$ cat src/rtl/tristate_bus_pkg.sv
// Shared types and constants for the tri-state bus controller.
package tristate_bus_pkg;

  typedef enum logic [1:0] {
    IDLE  = 2'd0,
    PRE   = 2'd1,
    DRIVE = 2'd2,
    POST  = 2'd3
  } state_t;

  localparam int TURN_CNT_W   = 4;
  localparam int TURN_CYC_MIN = 1;
  localparam int TURN_CYC_MAX = 15;

endpackage

$ cat src/rtl/tristate_turn_cnt.sv
// Loadable turnaround down-counter; done flags the final cycle of a gap.
module tristate_turn_cnt
  import tristate_bus_pkg::*;
(
  input  logic                  clk,
  input  logic                  rst,
  input  logic                  load,
  input  logic [TURN_CNT_W-1:0] load_val,
  output logic                  done
);

  logic [TURN_CNT_W-1:0] cnt;

  always_ff @(posedge clk) begin
    if (rst) begin
      cnt <= '0;
    end else if (load) begin
      cnt <= load_val;
    end else if (cnt != '0) begin
      cnt <= cnt - TURN_CNT_W'(1);
    end
  end

  assign done = (cnt == TURN_CNT_W'(1));

endmodule

$ cat src/rtl/tristate_bus_ctrl.sv
// Half-duplex tri-state bus controller with turnaround gaps and read-back sampling.
// Optional sticky contention flag ERR is built when BUS_CONTENTION_CHK_EN is defined.
module tristate_bus_ctrl
  import tristate_bus_pkg::*;
#(
  parameter int WIDTH    = 8,
  parameter int TURN_CYC = 2
) (
  input  logic             CLK,
  input  logic             RST,
  input  logic             TX_VALID,
  output logic             TX_READY,
  input  logic [WIDTH-1:0] TX_DATA,
  input  logic             TX_LAST,
  input  logic             RX_REQ,
  output logic             RX_VALID,
  output logic [WIDTH-1:0] RX_DATA,
  input  logic [WIDTH-1:0] BUS_IN,
  output logic [WIDTH-1:0] BUS_OUT,
  output logic             BUS_EN,
`ifdef BUS_CONTENTION_CHK_EN
  output logic             ERR,
`endif
  output logic             BUSY
);

  if (TURN_CYC < TURN_CYC_MIN || TURN_CYC > TURN_CYC_MAX) begin : g_bad_turn_cyc
    $error("tristate_bus_ctrl: TURN_CYC out of range 1..15");
  end

  localparam logic [TURN_CNT_W-1:0] TURN_LD = TURN_CNT_W'(TURN_CYC);

  state_t state, state_nxt;
  logic   last_q;
  logic   rst_q;
  logic   hs;
  logic   cnt_load;
  logic   cnt_done;
  logic   rx_take;

  // rst_q keeps TX_READY low for the whole reset pulse without an RST-to-output path
  always_comb begin
    TX_READY = !rst_q && ((state == IDLE) || ((state == DRIVE) && !last_q));
    hs       = TX_VALID && TX_READY;
  end

  always_comb begin
    state_nxt = state;
    cnt_load  = 1'b0;
    rx_take   = 1'b0;
    case (state)
      IDLE: begin
        if (hs) begin
          state_nxt = PRE;
          cnt_load  = 1'b1;
        end else if (RX_REQ) begin
          rx_take = 1'b1;
        end
      end
      PRE: begin
        if (cnt_done) state_nxt = DRIVE;
      end
      DRIVE: begin
        if (last_q) begin
          state_nxt = POST;
          cnt_load  = 1'b1;
        end
      end
      POST: begin
        if (cnt_done) state_nxt = IDLE;
      end
      default: state_nxt = IDLE;
    endcase
  end

  tristate_turn_cnt u_turn_cnt (
    .clk      (CLK),
    .rst      (RST),
    .load     (cnt_load),
    .load_val (TURN_LD),
    .done     (cnt_done)
  );

  // Outputs are registered from next-state so BUS_EN lines up with the DRIVE state
  always_ff @(posedge CLK) begin
    rst_q <= RST;
    if (RST) begin
      state    <= IDLE;
      last_q   <= 1'b0;
      BUS_OUT  <= '0;
      BUS_EN   <= 1'b0;
      BUSY     <= 1'b0;
      RX_VALID <= 1'b0;
      RX_DATA  <= '0;
    end else begin
      state    <= state_nxt;
      BUS_EN   <= (state_nxt == DRIVE);
      BUSY     <= (state_nxt != IDLE);
      RX_VALID <= rx_take;
      if (hs) begin
        BUS_OUT <= TX_DATA;
        last_q  <= TX_LAST;
      end
      if (rx_take) RX_DATA <= BUS_IN;
    end
  end

`ifdef BUS_CONTENTION_CHK_EN
  logic en_p1;
  logic ld_p1;

  // Compare only once the enable has settled and the driven word has been stable a cycle
  always_ff @(posedge CLK) begin
    if (RST) begin
      ERR   <= 1'b0;
      en_p1 <= 1'b0;
      ld_p1 <= 1'b0;
    end else begin
      en_p1 <= BUS_EN;
      ld_p1 <= hs;
      if (BUS_EN && en_p1 && !ld_p1 && (BUS_IN != BUS_OUT)) ERR <= 1'b1;
    end
  end
`endif

endmodule

$ cat config.mk
export PLATFORM = sky130hd
export DESIGN_NAME = tristate_bus_ctrl
export DESIGN_NICKNAME = d
export VERILOG_FILES = /design/src/rtl/tristate_bus_pkg.sv /design/src/rtl/tristate_turn_cnt.sv /design/src/rtl/tristate_bus_ctrl.sv
export SDC_FILE = /design/constraint.sdc
export NUM_CORES = 1
export LEC_CHECK = 0
export CAP_MARGIN = 30
export CORE_MARGIN = 4
export CORE_UTILIZATION = 29
export DETAILED_ROUTE_END_ITERATION = 10
export PLACE_DENSITY_LB_ADDON = 0.3
export SKIP_LAST_GASP = 1
export SLEW_MARGIN = 20
export SYNTH_ARGS = -nofsm -noshare
export SYNTH_HDL_FRONTEND = slang
export SYNTH_SLANG_ARGS = --single-unit
$ cat constraint.sdc
create_clock -name CLK -period 1.6 [get_ports CLK]
set_clock_uncertainty 0.2 [all_clocks]
set_input_delay 0.16 -clock CLK [delete_from_list [all_inputs] [get_ports CLK]]
set_output_delay 0.16 -clock CLK [all_outputs]
set_load 0.005 [all_outputs]
## After elaboration in Yosys (flattened, before gate mapping)

Index checks and enable logic that the tools add are counted.

- Register bits after elaboration: 27
- Bits of input ports: 21
- Output and inout bits: 20
- Logic and storage cells: 40

- $add $sub $neg: 1
- Eq/ne operators: 5
- Muxes and demuxes: 13
- Reduce and logical (&&, ||, !) cells: 11

Operator list:

| operator | number |
|---|---|
| 2-to-1 mux 2 bit | 6 |
| case mux 2 bit (4 select lines) | 1 |
| == test 2 bit, second input constant | 3 |
| 2-to-1 mux 1 bit | 5 |
| == test 4 x 1 -> 1 bit, second input constant | 1 |
| nonzero test 2 bit | 2 |
| nonzero test 4 bit | 1 |
| subtractor 4 x 1 -> 4 bit, second input constant | 1 |
| logical AND 1 bit | 3 |
| == test 2 x 1 -> 1 bit, second input constant | 1 |
| zero test 1 bit | 2 |
| zero test 2 bit | 1 |
| case mux 1 bit (2 select lines) | 1 |
| OR reduction 2 bit | 1 |
| logical OR 1 bit | 1 |

## Logic depth before layout (Yosys ltp)

Gate-level depths: netlist of the first run.

- Depth after elaboration: 8
- Mapped depth: 5

## Cells and area by module

A second synthesis of the first run with hierarchy kept.

- Cells, all modules: 132
- Area total of the unflattened synthesis: 1227.4 um^2

By module, submodules not included:

| module | instances | cells an instance | area each (um^2) | sequential area each (um^2) |
|---|---|---|---|---|
| tristate_bus_ctrl | 1 | 105 | 980.9 | 460.4 |
| tristate_turn_cnt | 1 | 27 | 246.5 | 80.1 |

## Worst setup path after synthesis of the first run

No wires, ideal clock.

- Path type: reg2reg
- Start point: register state[0]
- End point: register BUS_OUT[0]
- Arrival: 0.994 ns
- Required time: 1.284 ns
- Setup slack: 0.290 ns
- Cell stages (with the launch flop): 6
- Path buffers: 2
- Path through: dfxtp_1 -> buf_4 -> a211oi_2 -> and2_1 -> buf_6 -> o21ai_2

- Word-level cells in the longest chain between the ends: 5
- Elaborated cells on any way between the ends: 6
- Classes of those cells: 1 x eq/ne; 5 x reduce/logical

Ends and longest elaborated chain:

| what | RTL line | RTL |
|---|---|---|
| start: declaration | tristate_bus_ctrl.sv:33 | `state_t state, state_nxt;` |
| start signal: assignment | tristate_bus_ctrl.sv:96 | `state <= state_nxt;` |
| == test 2 bit | tristate_bus_ctrl.sv:43 | `TX_READY = !rst_q && ((state == IDLE) \|\| ((state == DRIVE) && !last_q));` |
| logical AND 1 bit | tristate_bus_ctrl.sv:43 |  |
| logical OR 1 bit (*) | tristate_bus_ctrl.sv:43 |  |
| logical AND 1 bit (*) | tristate_bus_ctrl.sv:43 |  |
| logical AND 1 bit (*) | tristate_bus_ctrl.sv:44 | `hs = TX_VALID && TX_READY;` |
| end signal: assignment | tristate_bus_ctrl.sv:90 | `BUS_OUT <= '0;` |
| end signal: assignment | tristate_bus_ctrl.sv:101 | `BUS_OUT <= TX_DATA;` |
| end: declaration | tristate_bus_ctrl.sv:19 | `output logic [WIDTH-1:0] BUS_OUT,` |

Mark *: on every way between the ends. The rest lies on a longest branch, timed or not.
A chain may end at the register's enable or synchronous reset.

## Worst setup path in the final report of the first run

- Start point: register last_q
- End point: register BUS_OUT[4]

- Word-level cells in the longest chain between the ends: 5

Ends and longest elaborated chain:

| what | RTL line | RTL |
|---|---|---|
| start: declaration | tristate_bus_ctrl.sv:34 | `logic last_q;` |
| start signal: assignment | tristate_bus_ctrl.sv:89 | `last_q <= 1'b0;` |
| start signal: assignment | tristate_bus_ctrl.sv:102 | `last_q <= TX_LAST;` |
| zero test 1 bit | tristate_bus_ctrl.sv:43 |  |
| logical AND 1 bit | tristate_bus_ctrl.sv:43 |  |
| logical OR 1 bit | tristate_bus_ctrl.sv:43 |  |
| logical AND 1 bit | tristate_bus_ctrl.sv:43 |  |
| logical AND 1 bit | tristate_bus_ctrl.sv:44 |  |

Every way passes these cells.

==> flow_summary.yaml, run 1 <==
global_route:
  grt_pass1_wl_mm: 4.28
  grtUsageTotal_pct: 10.2
  grt_max_degree: 46
  grt_pass1_vias: 975
  overflow: 0
  antenna_found_initial: 0
floorplan:
  fp.dieW_um: 72.9
  die_area_sq_um: 5320
  fp.dieH_um: 72.9
  fp.coreArea_sq_um: 4030
  initial_core_util_pct: 30.3
  rows: 23
  io_pins: 41
sta:
  rsz0062_at_grt: "false"
  max-slew-margin-rel_pct: 82.0
  final-max-slew-violation-count: 0
  fin_crit_sh_pct: 94.0
  worst_slew_pin_slew_ns: 0.267
  clock.fmax_mhz: 665
  finalHoldViolCount: 0
  layout_min_cycle_time_ns: 1.50
  setup_viol: 0
clocking:
  cts_tree: "built"
  htreeDepth: 1
  cts_inserted_buffers: 3
  clkSinkCount: 27
  ctsHoldBuffers: 0
  clock_latency_ns: 0.26
  cts.clk_slew.worst_paths_ns: 0.09
  cts.path.max_buffers: 2
  cts_root_buffer: "clkbuf_8"
worst_setup_path:
  crit_chain: "a211oi_2 > buf_4 > and2_1 > buf_4 > o21ai_2"
  path_class: "flip-flop to flip-flop"
  cpLargestDelayFamily: "buffers and inverters"
  worstPathRequired_ns: 1.56
  path_buf_inv: 2
  slowest_delay_ns: 0.36
  cp-end-kind: "flip-flop"
  path_max_fanout: 8
  setup.worst_path.start_class: "flip-flop"
  cp.arrival_ns: 1.47
  crit_path_top_delay_cell: "dfxtp_1"
  crit_top_cell: "buf_4"
final_layout:
  fin_nets: 186
  num-fill-cells: 401
  multi_input_area_sq_um: 609
  instances_no_fill: 214
  fin_area_sq_um: 1770
  insertedDiodeCount: 0
  regArea_sq_um: 541
  area_delta_synth_final_pct: 44.6
  drive_gt1_share_pct: 17.1
synthesis:
  synthFlopType: "dfxtp_1"
  synth-edff-count: 0
  yosysSeqAreaShare_pct: 44.2
  ys_seq_elements: 27
  ys_types: 33
  ys_warn_count: 0
  syn_nets: 140
  synth_area_sq_um: 1220
  syn_avg_cell_area_sq_um: 10.3
  async_flop_share_pct: 0
  syn_inst: 119
placement:
  place_congestion: 0.692
  port_buffers: 40
  dp.cells: 208
  placed_cell_area_sq_um: 1710
  dpl.hpwl_mm: 1.98
route:
  wl_per_cell_um: 12.6
  routed_wirelength_mm: 2.69
  drc: 0
  antenna_left: 0
  dr.pass1.iters: 4
  via_count: 1005
  avgViaCountPerCell: 4.70
  drt_iter0_drc: 79
outcome:
  outcome: "completed"
power:
  peakVddDrop_mv: 0.350
  p_leak_nw: 0.646
  powerDensity_nw_per_um2: 774
flow_run:
  cap_violations: 0
min_path:
  min_path_type: "input port to flip-flop"
state kept, by name, indices dropped and copies added, names as in the netlist:
signal / cells
u_turn_cnt.cnt: 4
RX_VALID: 1
last_q: 1
RX_DATA: 8
BUS_EN: 1
rst_q: 1
BUSY: 1
BUS_OUT: 8
state: 2
Yosys cell counts (all sizes together) (2+ instances only):
master	number	area share (%)
a211oi	3	2.3
nand4b	9	6.4
dfxtp	27	44
buf	6	4.4
nand2b	26	13
o21ai	12	7.7
nor2	3	0.92
nor3	3	1.6
mux2i	8	6.6
nand2	2	0.61
clkbuf	4	1.2
layer usage:
layer / GRT usage (%) / part of all wire, % / vias to the layer above
met3: 3.17 / 7.9 / 2
met4: 4.30 / 0.63 / 0
met1: 13.2 / 45 / 466
li1: - / - / 506
met2: 15.7 / 46 / 31
met5: 0 / 0 / -
timing repair:
item | in CTS | in global routing
endpoints found under the setup margin | 1 | 6
resized for setup | 1 | 0
buffers inserted | 0 | 2
endpoints found under the hold margin | 0 | 0
logic make-up after synthesis:
group                  synth area share (%)
muxes                                  6.55
AOI/OAI and AO/OA                      14.4
and+or+nand+nor                        28.9
buffers and inverters                  5.93
DFF                                    44.2
worst paths after layout:
| path | from | end | slack, ns | depth (start not counted) |
|---|---|---|---|---|
| setup reg to reg | last_q$_SDFFE_PP0P_ | BUS_OUT[4]$_SDFFE_PP0P_ | 0.1 | 5 |
| setup / recovery | last_q$_SDFFE_PP0P_ | BUS_OUT[4]$_SDFFE_PP0P_ | 0.1 | 5 |
| hold / removal | BUS_IN[3] | RX_DATA[3]$_SDFFE_PP0P_ | 0.26 | 3 |
| hold reg to reg | RX_DATA[1]$_SDFFE_PP0P_ | RX_DATA[1]$_SDFFE_PP0P_ | 0.27 | 2 |
through the flow:
stage / setup TNS, ns / power, mW / setup WS [ns] / util [%] / hold WS (ns)
2_1_floorplan: 0 / 0.859 / 0.290 / - / -0.0123
3_3_place_gp: -0.371 / 0.997 / -0.0482 / 42.4 / 0.258
3_5_place_dp: -0.534 / 1.00 / -0.0992 / 42.4 / 0.262
4_1_cts: 0 / 1.38 / 0.0588 / 43.5 / 0.258
5_1_grt: 0 / 1.43 / 0.00951 / 43.9 / 0.260
6_report: 0 / 1.37 / 0.0965 / 43.9 / 0.259
power by group:
part,internal (mW),switching [mW]
combinational,0.168,0.0949
sequential,0.706,0.0205
clock,0.178,0.202
cell type report:
class,instances,share of cell area (%)
clock buffers,4,2.55
flip-flops and latches,27,30.6
inverters,1,0.212
multi-input cells,81,34.5
well taps,50,3.54
repair buffers,51,28.7
cells in the final DEF, fill, tap and decap left out, types with 2 or more instances in the layout:
cell | netlist | routed
clkdlybuf4s50_1 | 0 | 39
dfxtp_1 | 27 | 27
nand2b_1 | 26 | 26
nand4b_1 | 9 | 9
o21ai_2 | 9 | 9
buf_4 | 2 | 9
mux2i_1 | 8 | 8
nor2_1 | 3 | 3
clkbuf_8 | 0 | 3
nor3_1 | 2 | 2
a211oi_1 | 2 | 2
nand2_1 | 2 | 2
o21ai_0 | 2 | 2
buf_12 | 0 | 2
worst register-to-register path, cell delays in order, from the launching register on:
cell and delay, ns:
dfxtp_1 0.36, a211oi_2 0.24, buf_4 0.19, and2_1 0.16
buf_4 0.18, o21ai_2 0.07
(Power assumes the default switching activity.)
==> run 2: changes to the inputs <==
CORE_UTILIZATION = 44   (was 29)
==> flow_summary.yaml, run 2 (synthesis results as in run 1) <==
outcome:
  outcome: "completed"
floorplan:
  io_pins: 41
  rows: 18
  initial_core_util_pct: 47.6
  fp.dieH_um: 60.7
  die_area_sq_um: 3690
  fp.coreArea_sq_um: 2570
  fp.dieW_um: 60.7
worst_setup_path:
  path_buf_inv: 1
  cpLargestDelayFamily: "buffers and inverters"
  cp-end-kind: "output port"
  slowest_delay_ns: 0.51
  path_max_fanout: 2
  crit_path_top_delay_cell: "clkdlybuf4s50_1"
  cp.arrival_ns: 1.18
  setup.worst_path.start_class: "flip-flop"
  crit_chain: "clkdlybuf4s50_1"
  path_class: "flip-flop to output port"
  r2r-end: "BUS_OUT[0]$_SDFFE_PP0P_"
  worstPathRequired_ns: 1.24
  regToRegSetupSlack_ns: 0.11
  reg2reg_depth: 5
  reg2reg_from: "state[1]$_SDFF_PP0_"
global_route:
  grt_pass1_wl_mm: 4.32
  antenna_found_initial: 0
  overflow: 0
  grtUsageTotal_pct: 16.0
  grt_max_degree: 30
  grt_pass1_vias: 1001
placement:
  dpl.hpwl_mm: 2.03
  dp_worst_setup_slack_ns: -0.0932
  place_congestion: 0.779
  placed_cell_area_sq_um: 1680
  port_buffers: 40
final_layout:
  final_cell_mix: "clkdlybuf4s50_1 (33), nand2b_1 (26), dfxtp_1 (14), dfxtp_2 (13), buf_4 (10)"
  top_regs: "BUS_OUT (8), RX_DATA (8), u_turn_cnt.cnt (4)"
  fin_area_sq_um: 1740
  postLayoutCoreUtil_pct: 67.7
  mostFrequentLayoutCell: "clkdlybuf4s50_1"
  drive_gt1_share_pct: 25.6
  fin_nets: 186
  num-fill-cells: 209
  insertedDiodeCount: 0
  area_delta_synth_final_pct: 42.3
sta:
  finalHoldViolCount: 0
  setup_viol: 0
  layout_setup_ws_ns: 0.0565
  clock.fmax_mhz: 648
  max-slew-margin-rel_pct: 71.8
  rsz0062_at_grt: "true"
  layout_min_cycle_time_ns: 1.54
  fin_crit_sh_pct: 96.5
  final-max-slew-violation-count: 0
  worst_slew_pin_slew_ns: 0.418
  whs_ns: 0.179
power:
  peakVddDrop_mv: 0.672
  p_int_mw: 0.968
  powerDensity_nw_per_um2: 733
  p_total_mw: 1.28
  clockPowerShare_pct: 22.8
  switching_share_pct: 24.1
  p_leak_nw: 0.740
  sequentialPowerShare_pct: 57.1
  comb_power_share_pct: 20.1
  power.switching_mw: 0.307
clocking:
  ctsHoldBuffers: 0
  cts.path.max_buffers: 2
  cts_root_buffer: "clkbuf_4"
  htreeDepth: 1
  clock_latency_ns: 0.32
  cts_inserted_buffers: 3
  clkSinkCount: 27
  cts.clk_slew.worst_paths_ns: 0.14
  cts_tree: "built"
route:
  drc: 0
  avgViaCountPerCell: 5.37
  via_count: 1042
  dr.pass1.iters: 4
  antenna_left: 0
  wl_per_cell_um: 14.0
  routed_wirelength_mm: 2.72
  drt_iter0_drc: 7
min_path:
  holdCritStartpoint: "BUS_IN[5]"
  min_to: "RX_DATA[5]$_SDFFE_PP0P_"
  min_path_cells: 3
  min_path_type: "input port to flip-flop"
flow_run:
  cap_violations: 0
==> run 2: power by group through the flow <==
stage | sequential (mW) | combinational, mW | clock (mW)
2_1_floorplan | 0.741 | 0.118 | 0
3_3_place_gp | 0.740 | 0.252 | 0
3_5_place_dp | 0.740 | 0.259 | 0
4_1_cts | 0.726 | 0.259 | 0.303
5_1_grt | 0.734 | 0.276 | 0.335
6_report | 0.729 | 0.256 | 0.291
==> run 2: how the worst max path moves through the flow <==
stage	start	end	slack, ns	cells past startpoint
2_1_floorplan	state[0]$_SDFF_PP0_	BUS_OUT[0]$_SDFFE_PP0P_	0.29	5
3_3_place_gp	TX_VALID	RX_DATA[0]$_SDFFE_PP0P_	-0.04	5
3_5_place_dp	TX_VALID	RX_DATA[4]$_SDFFE_PP0P_	-0.09	5
4_1_cts	RX_DATA[3]$_SDFFE_PP0P_	RX_DATA[3]	0.01	1
5_1_grt	BUS_OUT[7]$_SDFFE_PP0P_	BUS_OUT[7]	-0.01	1
6_report	BUS_OUT[5]$_SDFFE_PP0P_	BUS_OUT[5]	0.06	1
==> run 2: cell type report <==
| cell class | instances | area (sq um) | share of cell area, % |
|---|---|---|---|
| multi-input cells | 81 | 609 | 35.0 |
| clock buffers | 4 | 26.3 | 1.51 |
| flip-flops and latches | 27 | 557 | 32.0 |
| inverters | 1 | 3.75 | 0.216 |
| well taps | 30 | 37.5 | 2.16 |
| repair buffers | 51 | 505 | 29.1 |
==> run 2: worst reg2reg max path: cells and delay by family (launching register included) <==
family	cells	cell delay, ns
DFF	1	0.34
and+or+nand+nor	1	0.20
buffers and inverters	2	0.34
AOI/OAI and AO/OA	2	0.31
==> run 2: stage by stage <==
stage | TNS [ns] | cells
6_report | 0 | 194
5_1_grt | -0.0113 | 194
4_1_cts | 0 | 193
3_5_place_dp | -0.470 | 189
3_3_place_gp | -0.232 | 189
2_1_floorplan | 0 | 119
==> run 2: what timing repair did <==
item / in CTS / in global routing
gates resized for setup: 1 / 21
setup endpoints to repair: 1 / 14
setup buffers: 0 / 1
==> run 2: routing by layer <==
layer  vias to the layer above  track usage [%]  part of all wire [%]
li1                        512                -                     -
met1                       468             17.7                    42
met2                        52             27.3                    47
met3                        10             4.26                   8.2
met4                         0             9.60                   3.3
met5                         -                0                     0
==> run 3: changes to the inputs <==
CELL_PAD_IN_SITES_DETAIL_PLACEMENT = 0   (was not set)
CELL_PAD_IN_SITES_GLOBAL_PLACEMENT = 1   (was not set)
CORE_UTILIZATION = 33   (was 44)
==> flow_summary.yaml, run 3 (synthesis results as in run 1) <==
sta:
  whs_ns: 0.257
  layout_setup_ws_ns: 0.105
  layout_min_cycle_time_ns: 1.50
  rsz0062_at_grt: "false"
  clock.fmax_mhz: 669
  worst_slew_pin_slew_ns: 0.256
  finalHoldViolCount: 0
  max-slew-margin-rel_pct: 82.7
  final-max-slew-violation-count: 0
  setup_viol: 0
  fin_crit_sh_pct: 93.4
global_route:
  grt_pass1_wl_mm: 4.34
  antenna_found_initial: 0
  grtUsageTotal_pct: 12.2
  grt_pass1_vias: 988
  overflow: 0
  grt_max_degree: 30
clocking:
  cts.path.max_buffers: 2
  post_cts_buffers: 0
  clock_latency_ns: 0.26
  clkSinkCount: 27
  cts_tree: "built"
  cts.clk_slew.worst_paths_ns: 0.09
  cts_root_buffer: "clkbuf_8"
  cts_inserted_buffers: 3
  htreeDepth: 1
placement:
  dp_worst_setup_slack_ns: -0.0975
  dpl.hpwl_mm: 1.86
  place_congestion: 0.755
  placed_cell_area_sq_um: 1700
  port_buffers: 40
route:
  drt_iter0_drc: 32
  routed_wirelength_mm: 2.54
  drc: 0
  wl_per_cell_um: 12.3
  avgViaCountPerCell: 4.78
  dr.pass1.iters: 4
  via_count: 990
  antenna_left: 0
floorplan:
  io_pins: 41
  fp.coreArea_sq_um: 3470
  initial_core_util_pct: 35.2
  rows: 21
  fp.dieW_um: 68.9
  die_area_sq_um: 4740
  fp.dieH_um: 68.9
final_layout:
  fin_area_sq_um: 1740
  final_cell_mix: "clkdlybuf4s50_1 (39), dfxtp_1 (27), nand2b_1 (26), nand4b_1 (9), o21ai_2 (9)"
  postLayoutCoreUtil_pct: 50.2
  fin_nets: 183
  area_delta_synth_final_pct: 42.5
  insertedDiodeCount: 0
  mostFrequentLayoutCell: "clkdlybuf4s50_1"
  drive_gt1_share_pct: 16.1
  top_regs: "BUS_OUT (8), RX_DATA (8), u_turn_cnt.cnt (4)"
  num-fill-cells: 332
outcome:
  outcome: "completed"
power:
  switching_share_pct: 23.2
  powerDensity_nw_per_um2: 778
  clockPowerShare_pct: 27.8
  comb_power_share_pct: 18.7
  p_leak_nw: 0.633
  peakVddDrop_mv: 0.395
  p_total_mw: 1.36
  power.switching_mw: 0.314
  p_int_mw: 1.04
  sequentialPowerShare_pct: 53.5
worst_setup_path:
  path_class: "flip-flop to output port"
  cp-end-kind: "output port"
  worstPathRequired_ns: 1.24
  path_max_fanout: 2
  setup.worst_path.start_class: "flip-flop"
  cpLargestDelayFamily: "buffers and inverters"
  crit_path_top_delay_cell: "clkdlybuf4s50_1"
  crit_chain: "clkdlybuf4s50_1"
  cp.arrival_ns: 1.14
  path_buf_inv: 1
  slowest_delay_ns: 0.51
flow_run:
  cap_violations: 0
min_path:
  min_path_type: "input port to flip-flop"
[run 3: cell count changes in the layout (fill, tap and decap cells not counted)]
cell,before,now
buf_4,10,6
clkbuf_2,1,0
buf_12,1,2
dlygate4sd2_1,0,1
clkbuf_1,1,0
dlymetal6s2s_1,6,0
clkinv_2,0,1
dfxtp_2,13,0
clkbuf_4,3,0
dfxtp_1,14,27
clkbuf_8,0,3
clkdlybuf4s50_1,33,39
[run 3: power by group through the flow]
stage	sequential, mW	combinational, mW	clock [mW]
after floorplan	0.741	0.118	0
after global placement	0.740	0.255	0
after detailed placement	0.741	0.258	0
after CTS	0.726	0.257	0.396
after global routing	0.731	0.278	0.428
final	0.725	0.254	0.377
[run 3: layout make-up]
cell class | instances | area, sq um | share of cell area, %
multi-input cells | 81 | 609 | 35.0
flip-flops and latches | 27 | 541 | 31.0
repair buffers | 48 | 484 | 27.8
well taps | 46 | 57.6 | 3.30
clock buffers | 3 | 41.3 | 2.37
clock inverters | 1 | 5.00 | 0.287
inverters | 1 | 3.75 | 0.216
[run 3: path summary, 6_finish.rpt]
| kind | endpoint | cells past startpoint | slack, ns | from |
|---|---|---|---|---|
| setup / recovery | RX_DATA[4] | 1 | 0.10 | RX_DATA[4]$_SDFFE_PP0P_ |
| hold / removal | RX_DATA[7]$_SDFFE_PP0P_ | 3 | 0.26 | BUS_IN[7] |
| setup reg to reg | BUS_OUT[7]$_SDFFE_PP0P_ | 5 | 0.13 | last_q$_SDFFE_PP0P_ |
| hold reg to reg | RX_DATA[1]$_SDFFE_PP0P_ | 2 | 0.27 | RX_DATA[1]$_SDFFE_PP0P_ |
[run 3: what timing repair did]
action / CTS / global route
resized for setup: 1 / 0
hold buffers: 0 / 0
endpoints found under the setup margin: 1 / 0
[run 3: routing by layer]
metal	GRT usage [%]	routed length, um	vias up
li1	-	-	504
met1	14.8	1140	447
met2	19.4	1160	35
met3	3.57	195	4
met4	6.57	46	0
met5	0	0	-
[run 3: metrics by stage]
stage	TNS, ns	instances
detailed placement	-0.694	203
floorplan	0	119
CTS	0	207
global route	0	207
global placement	-0.358	203
finish	0	207
[run 3: tightest hold or removal path, delay by kind of cell]
| kind | cells | cell delay [ns] |
|---|---|---|
| buffers and inverters | 1 | 0.39 |
| muxes | 1 | 0.06 |
| and+or+nand+nor | 1 | 0.06 |
==> RTL change: new RTL, flow settings as in run 3 <==
Build with the macro `BUS_CONTENTION_CHK_EN` defined.
--- a/src/rtl/tristate_bus_ctrl.sv
+++ b/src/rtl/tristate_bus_ctrl.sv
@@ -1,5 +1,7 @@
 // Half-duplex tri-state bus controller with turnaround gaps and read-back sampling.
 // Optional sticky contention flag ERR is built when BUS_CONTENTION_CHK_EN is defined.
+`define BUS_CONTENTION_CHK_EN
+
 module tristate_bus_ctrl
   import tristate_bus_pkg::*;
 #(
Check against the original RTL (old outputs only; new: ERR): equivalent (equiv_simple and equiv_induct, registers matched by name and starting in step).
==> RTL change against run 3 <==
- design area grew 6.0%
- wire length grew 14%
- power grew 34%
- sequential cell count grew 3
- area after synthesis grew 0.10%
- worst setup slack lost 37 ps
- sequential power grew 11%
- critical endpoint is now BUS_OUT[1]
- highest routed layer unchanged
==> RTL change: results (changes against run 3) <==
Setup path
  – CP peak stage delay: around 520 ps
  – R2R Path End: u_turn_cnt.cnt[3]
  – Critical Path AT: 1170 ps (+30 ps)
  – Reg2reg setup slack: 70 ps (-60 ps)
  – Max FO, Critical Path: 3 (+1)
  – Crit-path slowest cell: clkdlybuf4s50_1
  – Largest delay share family, worst path: buffers and inverters
  – Worst r2r src: state[1]

Synth
  – Main flop type after synthesis: dfxtp_1
  – Synth async-reset ratio: 0% (unchanged)
  – Top post-synthesis cells by count: dfxtp_1 (30), nor2_1 (15), a21oi_1 (11), nand2_1 (11)
  – Sequential area share after synthesis: 49.08% (+4.9 points)
  – Top cells by area, synth: dfxtp_1 (49%), mux2i_1 (7.4%), xnor2_1 (6.4%)
  – Mapped Nets: 149 (+6.4%)
  – Synth cell types: 27 (-18%)

Power
  – Peak supply drop: 0.5706 mV (+44%)
  – Combinational power share: 14.8% (-3.9 points)
  – Leakage: 0.6870 nW (+8.6%)
  – Total net switching power: 0.4058 mW (+29%)
  – Tot Pwr: 1.813 mW (+34%)
  – Sequential Power Share: 44.4% (-9.1 points)

Layout
  – Fill cells: 340 (+2.4%)
  – Fin nets: 202 (+10%)
  – # diodes: 0 (unchanged)
  – Layout cells sized above 1: 16.48% (+0.33 points)

Clocking
  – CTS H-tree lvls: 2 (+1)
  – Setup repair bufs after CTS: 0 (unchanged)
  – Worst-Skew Late Latency: 280 ps (+20 ps)
  – CTS Buffer Depth: 2 (unchanged)
  – Total CTS buffers: 5 (+2)
  – Post-CTS resize count: 2 (+1)
  – CTS root buffer: clkbuf_8
  – Clock slew seen by the registers of the worst setup and hold paths: 60 ps (-30 ps)

GRT
  – Met2 GRT Util: 22.14% (+2.7 points)
  – Global-route wire length before repair: 4.636 mm (+6.8%)
  – GR Util met3: 4.052% (+0.49 points)
  – Met1 Use GR: 15.94% (+1.1 points)
  – Number of global-route vias before repair: 1057 (+7.0%)
  – GRT Total Usage: 13.56% (+1.3 points)
  – Largest net degree at the start of global routing: 15 (-50%)

Timing
  – Final Max Slew Viols: 0 (unchanged)
  – Slew HR: 81.43% (-1.3 points)

Drt
  – Initial DRC count: 23 (-28%)
  – WL/cell: 12.70 um (+3.6%)
  – Vias per Instance: 4.675 (-2.2%)
  – Antenna-violating nets left: 0 (unchanged)

Worst hold path
  – Hold Path Class: in -> reg
  – Hold path start: TX_DATA[6]
  – Worst hold endpoint: BUS_OUT[6]

Placement
  – Dpl hpwl: 2.192 mm (+18%)
  – Placer congestion estimate: 0.7266 (-3.7%)
  – DP Area: 1723 um2 (+1.5%)
  – Buffers added on ports: 41 (+2.5%)

Outcome
  – Status: finished, final reports clean
-- RTL change: logic make-up (layout without fill, tap and decap cells) --
family | count (synthesis) | after routing | synth area share [%]
AO/OA/AOI/OAI | 19 | 19 | 9.203
XOR/XNOR | 9 | 9 | 6.442
buffers and inverters | 10 | 64 | 6.032
flip-flops | 30 | 30 | 49.08
multiplexers | 9 | 9 | 7.362
AND/OR/NAND/NOR | 51 | 51 | 21.88
-- RTL change: layout make-up --
cell class              instances  share of cell area, %
repair buffers                 54                  27.86
inverters                       2                 0.4068
clock buffers                   5                  3.729
well taps                      46                  3.119
multi-input cells              88                  29.97
flip-flops and latches         30                  32.75
clock inverters                 3                  2.169
-- RTL change: routing by layer --
metal	vias up	wire length [um]
met4	0	38
li1	543	-
met1	485	1256
met3	5	162
met2	33	1439
met5	-	0
-- RTL change: how the worst max path moves through the flow --
stage,startpoint,end,slack (ps),cells after the start
after global routing,state[0],RX_DATA[5],-3,5
after floorplan,state[1],u_turn_cnt.cnt[0],170,5
after detailed placement,TX_VALID,RX_DATA[1],-160,6
final,BUS_OUT[1],BUS_OUT[1],70,1
after CTS,BUS_OUT[6],BUS_OUT[6],30,1
after global placement,TX_VALID,RX_DATA[2],-140,6
-- RTL change: through the flow --
step	hold slack, ps	TNS, ps	cells	utilization [%]	setup WS [ps]
after global placement	254.5	-2136	220	49.68	-141.1
after global routing	239.6	-2.716	228	53.21	-2.716
after floorplan	-12.28	0	128	-	168.3
after CTS	233.7	0	228	52.89	33.75
after detailed placement	266.2	-2471	220	49.68	-159.6
final	231.9	0	228	53.21	67.88
-- RTL change: worst min-delay path: cells and delay by family --
kind	cells	cell delay, ps
buffers and inverters	1	400
and+or+nand+nor	1	60
AOI/OAI and AO/OA	1	50
